<file path="src/rtl/hue_wheel_sequencer.sv">
// Hue wheel sequencer: walks a full-saturation hue wheel (6 sectors x 256 steps)
// and offers brightness-scaled RGB duty triples to the PWM datapath via valid/ready.
module hue_wheel_sequencer #(
  parameter int CLK_FREQ      = 12000000,
  parameter int STEPS_PER_SEC = 1536
) (
  input  logic       clk,
  input  logic       rst,
  input  logic       enable,
  input  logic [7:0] brightness,
  output logic [7:0] duty_r,
  output logic [7:0] duty_g,
  output logic [7:0] duty_b,
  output logic       duty_valid,
  input  logic       duty_ready,
  output logic [2:0] sector,
  output logic [7:0] ramp,
  output logic       overrun
);

  localparam int DIV = CLK_FREQ / STEPS_PER_SEC;
  localparam int CW  = (DIV > 4) ? $clog2(DIV) : 2;
  localparam logic [CW-1:0] TICK_LAST = CW'(DIV - 1);

  localparam logic [1:0] ST_INIT    = 2'd0;
  localparam logic [1:0] ST_IDLE    = 2'd1;
  localparam logic [1:0] ST_COMPUTE = 2'd2;
  localparam logic [1:0] ST_OFFER   = 2'd3;

  generate
    if (DIV < 4) begin : g_div_check
      $error("hue_wheel_sequencer: CLK_FREQ/STEPS_PER_SEC must be >= 4");
    end
  endgenerate

  logic [CW-1:0] tick_cnt_r;
  logic [1:0]    state_r;
  logic          tick_s;
  logic [23:0]   color_s;

  // Unscaled full-saturation colour {R,G,B} for a sector/ramp position.
  function automatic logic [23:0] wheel_color(input logic [2:0] sec, input logic [7:0] c);
    logic [7:0] n;
    n = 8'd255 - c;
    case (sec)
      3'd0:    wheel_color = {8'd255, c, 8'd0};
      3'd1:    wheel_color = {n, 8'd255, 8'd0};
      3'd2:    wheel_color = {8'd0, 8'd255, c};
      3'd3:    wheel_color = {8'd0, n, 8'd255};
      3'd4:    wheel_color = {c, 8'd0, 8'd255};
      3'd5:    wheel_color = {8'd255, 8'd0, n};
      default: wheel_color = 24'd0;
    endcase
  endfunction

  // (brightness+1) makes 255 an exact pass-through and 0 fully dark.
  function automatic logic [7:0] scale_duty(input logic [7:0] v, input logic [7:0] b);
    logic [15:0] p;
    p = {8'd0, v} * ({8'd0, b} + 16'd1);
    return p[15:8];
  endfunction

  // Step tick decode and current unscaled colour.
  always_comb begin
    tick_s  = 1'b0;
    color_s = wheel_color(sector, ramp);
    if (enable && (tick_cnt_r == TICK_LAST)) begin
      tick_s = 1'b1;
    end else begin
      tick_s = 1'b0;
    end
  end

  // Step-rate divider; held at zero while disabled.
  always_ff @(posedge clk) begin
    if (rst) begin
      tick_cnt_r <= '0;
    end else if (!enable || tick_s) begin
      tick_cnt_r <= '0;
    end else begin
      tick_cnt_r <= tick_cnt_r + CW'(1);
    end
  end

  // Sequencing FSM, hue position, duty registers and sticky overrun flag.
  always_ff @(posedge clk) begin
    if (rst) begin
      state_r    <= ST_INIT;
      sector     <= 3'd0;
      ramp       <= 8'd0;
      duty_r     <= 8'd0;
      duty_g     <= 8'd0;
      duty_b     <= 8'd0;
      duty_valid <= 1'b0;
      overrun    <= 1'b0;
    end else begin
      case (state_r)
        ST_INIT: begin
          state_r <= ST_COMPUTE;
        end
        ST_IDLE: begin
          if (tick_s) begin
            ramp <= ramp + 8'd1;
            if (ramp == 8'd255) begin
              sector <= (sector == 3'd5) ? 3'd0 : sector + 3'd1;
            end
            state_r <= ST_COMPUTE;
          end
        end
        ST_COMPUTE: begin
          duty_r     <= scale_duty(color_s[23:16], brightness);
          duty_g     <= scale_duty(color_s[15:8], brightness);
          duty_b     <= scale_duty(color_s[7:0], brightness);
          duty_valid <= 1'b1;
          state_r    <= ST_OFFER;
        end
        ST_OFFER: begin
          if (duty_ready) begin
            duty_valid <= 1'b0;
            state_r    <= ST_IDLE;
          end
        end
        default: begin
          duty_valid <= 1'b0;
          state_r    <= ST_INIT;
        end
      endcase
      // A step arriving while a triple is in flight is dropped, not queued.
      if (tick_s && ((state_r == ST_COMPUTE) || (state_r == ST_OFFER))) begin
        overrun <= 1'b1;
      end
    end
  end

endmodule

</file>
<file path="config.mk">
export PLATFORM = sky130hd
export DESIGN_NAME = hue_wheel_sequencer
export DESIGN_NICKNAME = d
export VERILOG_FILES = /design/src/rtl/hue_wheel_sequencer.sv
export SDC_FILE = /design/constraint.sdc
export NUM_CORES = 1
export LEC_CHECK = 0
export ABC_AREA = 1
export BUFFER_PORTS_ARGS = -buffer_cell sky130_fd_sc_hd__buf_2
export CAP_MARGIN = 40
export CORE_ASPECT_RATIO = 0.8
export CORE_MARGIN = 10
export CORE_UTILIZATION = 30
export CTS_BUF_LIST = sky130_fd_sc_hd__clkbuf_4 sky130_fd_sc_hd__clkbuf_8 sky130_fd_sc_hd__clkbuf_16
export DETAILED_ROUTE_END_ITERATION = 10
export GPL_ROUTABILITY_DRIVEN = 0
export PLACE_DENSITY_LB_ADDON = 0.2
export SLEW_MARGIN = 20
export SYNTH_ARGS = -nofsm -noshare
export SYNTH_HDL_FRONTEND = slang
export SYNTH_SLANG_ARGS = --single-unit
</file>
<file path="constraint.sdc">
create_clock -name clk -period 10.2 [get_ports clk]
set_input_delay 0.51 -clock clk [delete_from_list [all_inputs] [get_ports clk]]
set_output_delay 0.51 -clock clk [all_outputs]
set_load 0.05 [all_outputs]
</file>
==> impl_results.md <==
* Switching power at 0.000657 W
* Hold Buf Count CTS at 0
* Fin nets at 1559
* Power share of the clock group at 16.5%
* Crit path max fanout at 18
* Worst-Skew Late Latency at 0.33 ns
* Synth Warn # at 0
* GRT Overall Usage at 14.3%
* Worst-path clk slew at 0.10 ns
* Die area at 0.0383 mm2
* DRT iter0 DRCs at 600
* Flop pwr share at 18.4%
* Vias at 8184
* Area added between synthesis and finish at 9.62%
* Post-CTS Resized at 0
* Main synth FF type: dfxtp_1
* Syn Area/Cell at 7.21 um2
* Fillers at 3384
* Post-route design area at 0.0101 mm2
* Number of post-CTS setup repair buffers at 0
* CTS Buffer Depth at 2
* Dpl ws at 3.53 ns
* Max cap viols at 0
* FF+latch count, synth at 52
* Detail Placement HPWL at 21800 um
* Tmin final at 6.30 ns
* H-tree depth at 2
* Async set-reset flop share out of synthesis at 0%
* Post-synthesis cell type count at 47
* Post-Route Skew at 0.0119 ns
* Tcrit/Tclk final at 61.8%
* Req. time, crit path at 10.43 ns
* Crit end category: flip-flop
* WL final at 26800 um
* Placed inst area at 0.00999 mm2
* Max Fclk at 0.159 GHz
* Number of port buffers at 48
* Post-synth EDFFs at 0
* PD cells at 124 mW/mm2
* # IOs at 49
* Tightest Pin Transition at 0.796 ns
* N_diodes at 0
* Seq/Total Area, Yosys at 11.2%
* Top post-synthesis cells by area: fa_1 26%, ha_1 14%, dfxtp_1 11%
* Hold depth at 1
* Mapped Cells at 1283
* Finished Core Util at 33.4%
* Share of the synthesized area in the top cell type at 26.0%
* Final WS setup at 3.90 ns
* Site Rows at 57
* Die H at 177 um
* DR pass1 iterations at 5
* Layout cells sized above 1 at 8.21%
* Slew headroom at 46.5%
* Grt total ovfl at 0
* Routed vias/inst at 4.70
* VDD IR max at 0.112 mV
* Startpoint Class: input port
* Crit path kind: input port to flip-flop
* Switching share of total power at 52.2%
* Synthesized Nets at 1516
* Die Width at 216 um
* Antenna violations before repair at 0
* First-pass GRT wire length at 44300 um
* Residual DRC at 0
* RSZ-0062 raised after global routing: false
* Post-DRT Antenna Nets at 0
* Worst EP arrival at 6.53 ns
* Initial core utilization at 30.5%
* Largest net degree at the start of global routing at 41
* Logic gate share of total power at 65.1%
* WL/cell at 15.4 um
* Yosys top cell by area: fa_1
* Mapped Area at 0.00926 mm2
* Setup tns final at 0 ns
* Worst R2R Path Depth at 20
* Finish-stage setup viols at 0
* Status: finished, final reports clean
* P_leak at 5.31 nW
* Num CTS Buffers at 5
* Int Pwr at 0.000601 W
* Clock Root Buffer: clkbuf_16
* CTS tree: done
* Hold Fails Final Rpt at 0
* Total core area at 0.0304 mm2
* Hold Path Class: flip-flop to flip-flop
* Hold WS at 0.458 ns
* Vias in the first global route at 8033
* Clk sinks at 52
* Pins Over Slew Limit at 0
cell type report:
class / count / area (um2) / area share (%)
clock buffers: 5 / 125 / 1.23
clock inverters: 3 / 28.8 / 0.284
inverters: 251 / 947 / 9.33
multi-input cells: 952 / 7140 / 70.3
flip-flops and latches: 52 / 1040 / 10.3
well taps: 413 / 517 / 5.09
repair buffers: 64 / 350 / 3.45
sequential cells by signal (all words and copies together) (netlist names):
| signal | count |
|---|---|
| state_r | 2 |
| ramp | 8 |
| duty_b | 8 |
| duty_g | 8 |
| tick_cnt_r | 13 |
| sector | 3 |
| duty_r | 8 |
| duty_valid | 1 |
| overrun | 1 |
per-layer routing:
metal  GRT usage (%)  up-vias  wire [um]
met5               0        -          0
met4            1.40        0        167
met3            2.46       15       1530
met2            20.7      231      10800
met1            22.2     3885      14300
li1                -     4053          -
cell usage in the layout (no fill, tap or decap), drive strengths merged, types with 31 or more instances in the layout:
cell   count
nor2     253
inv      249
nand2    215
fa       120
ha       101
buf       64
a21oi     60
dfxtp     52
nand3     49
o21ai     48
nor3      31
kinds of logic (layout without fill, tap and decap cells):
logic type	Yosys count	after routing	synth area share, %
adder cells (fa/ha/maj)	221	221	39.6
XOR/XNOR	23	23	2.26
AND/OR/NAND/NOR	565	565	26.0
buffers and inverters	279	323	11.7
flip-flops	52	52	11.2
AO/OA/AOI/OAI	143	143	9.14
critical path, stage by stage:
cell and delay (ns):
buf_2 0.36, ha_1 0.25, nand3_1 0.11, nand3b_1 0.19, nor2_1 0.13, inv_1 0.05
nand2_1 0.55, clkinv_1 0.56, nand2_1 0.20, fa_1 0.45, fa_1 0.48, fa_1 0.52
fa_1 0.55, inv_1 0.04, ha_1 0.34, a21oi_1 0.24, o21a_1 0.20, nor2_1 0.05
a2111oi_0 0.46, a21oi_1 0.14, nor2_1 0.12, nor2_1 0.04
through the flow:
step	power [W]	instances
2_1_floorplan	0.000864	1283
3_3_place_gp	0.00106	1724
3_5_place_dp	0.00106	1731
4_1_cts	0.00128	1739
5_1_grt	0.00141	1740
6_report	0.00126	1740
cells in the mapped netlist (all sizes together), types with 15 or more instances:
library cell  instances
ha                  101
a21oi                60
dfxtp                52
clkbuf               22
nand2               215
o21ai                48
nor2                253
nand3                49
fa                  120
nor3                 31
xor2                 15
inv                 246
power by group through the flow:
| stage | combinational [W] | sequential (W) | clock, W |
|---|---|---|---|
| 3_5_place_dp | 0.000821 | 0.000237 | 0 |
| 2_1_floorplan | 0.000568 | 0.000296 | 0 |
| 6_report | 0.000819 | 0.000232 | 0.000208 |
| 4_1_cts | 0.000826 | 0.000233 | 0.000218 |
| 5_1_grt | 0.000952 | 0.000235 | 0.000220 |
| 3_3_place_gp | 0.000828 | 0.000237 | 0 |
worst paths after layout:
kind	startpoint	to	slack (ns)
min	tick_cnt_r[0]	tick_cnt_r[0]	0.46
max	brightness[0]	duty_g[7]	3.90
max reg2reg	sector[2]	duty_g[7]	4.05
min reg2reg	tick_cnt_r[0]	tick_cnt_r[0]	0.46
No activity file was read; power rests on OpenSTA's default activity.
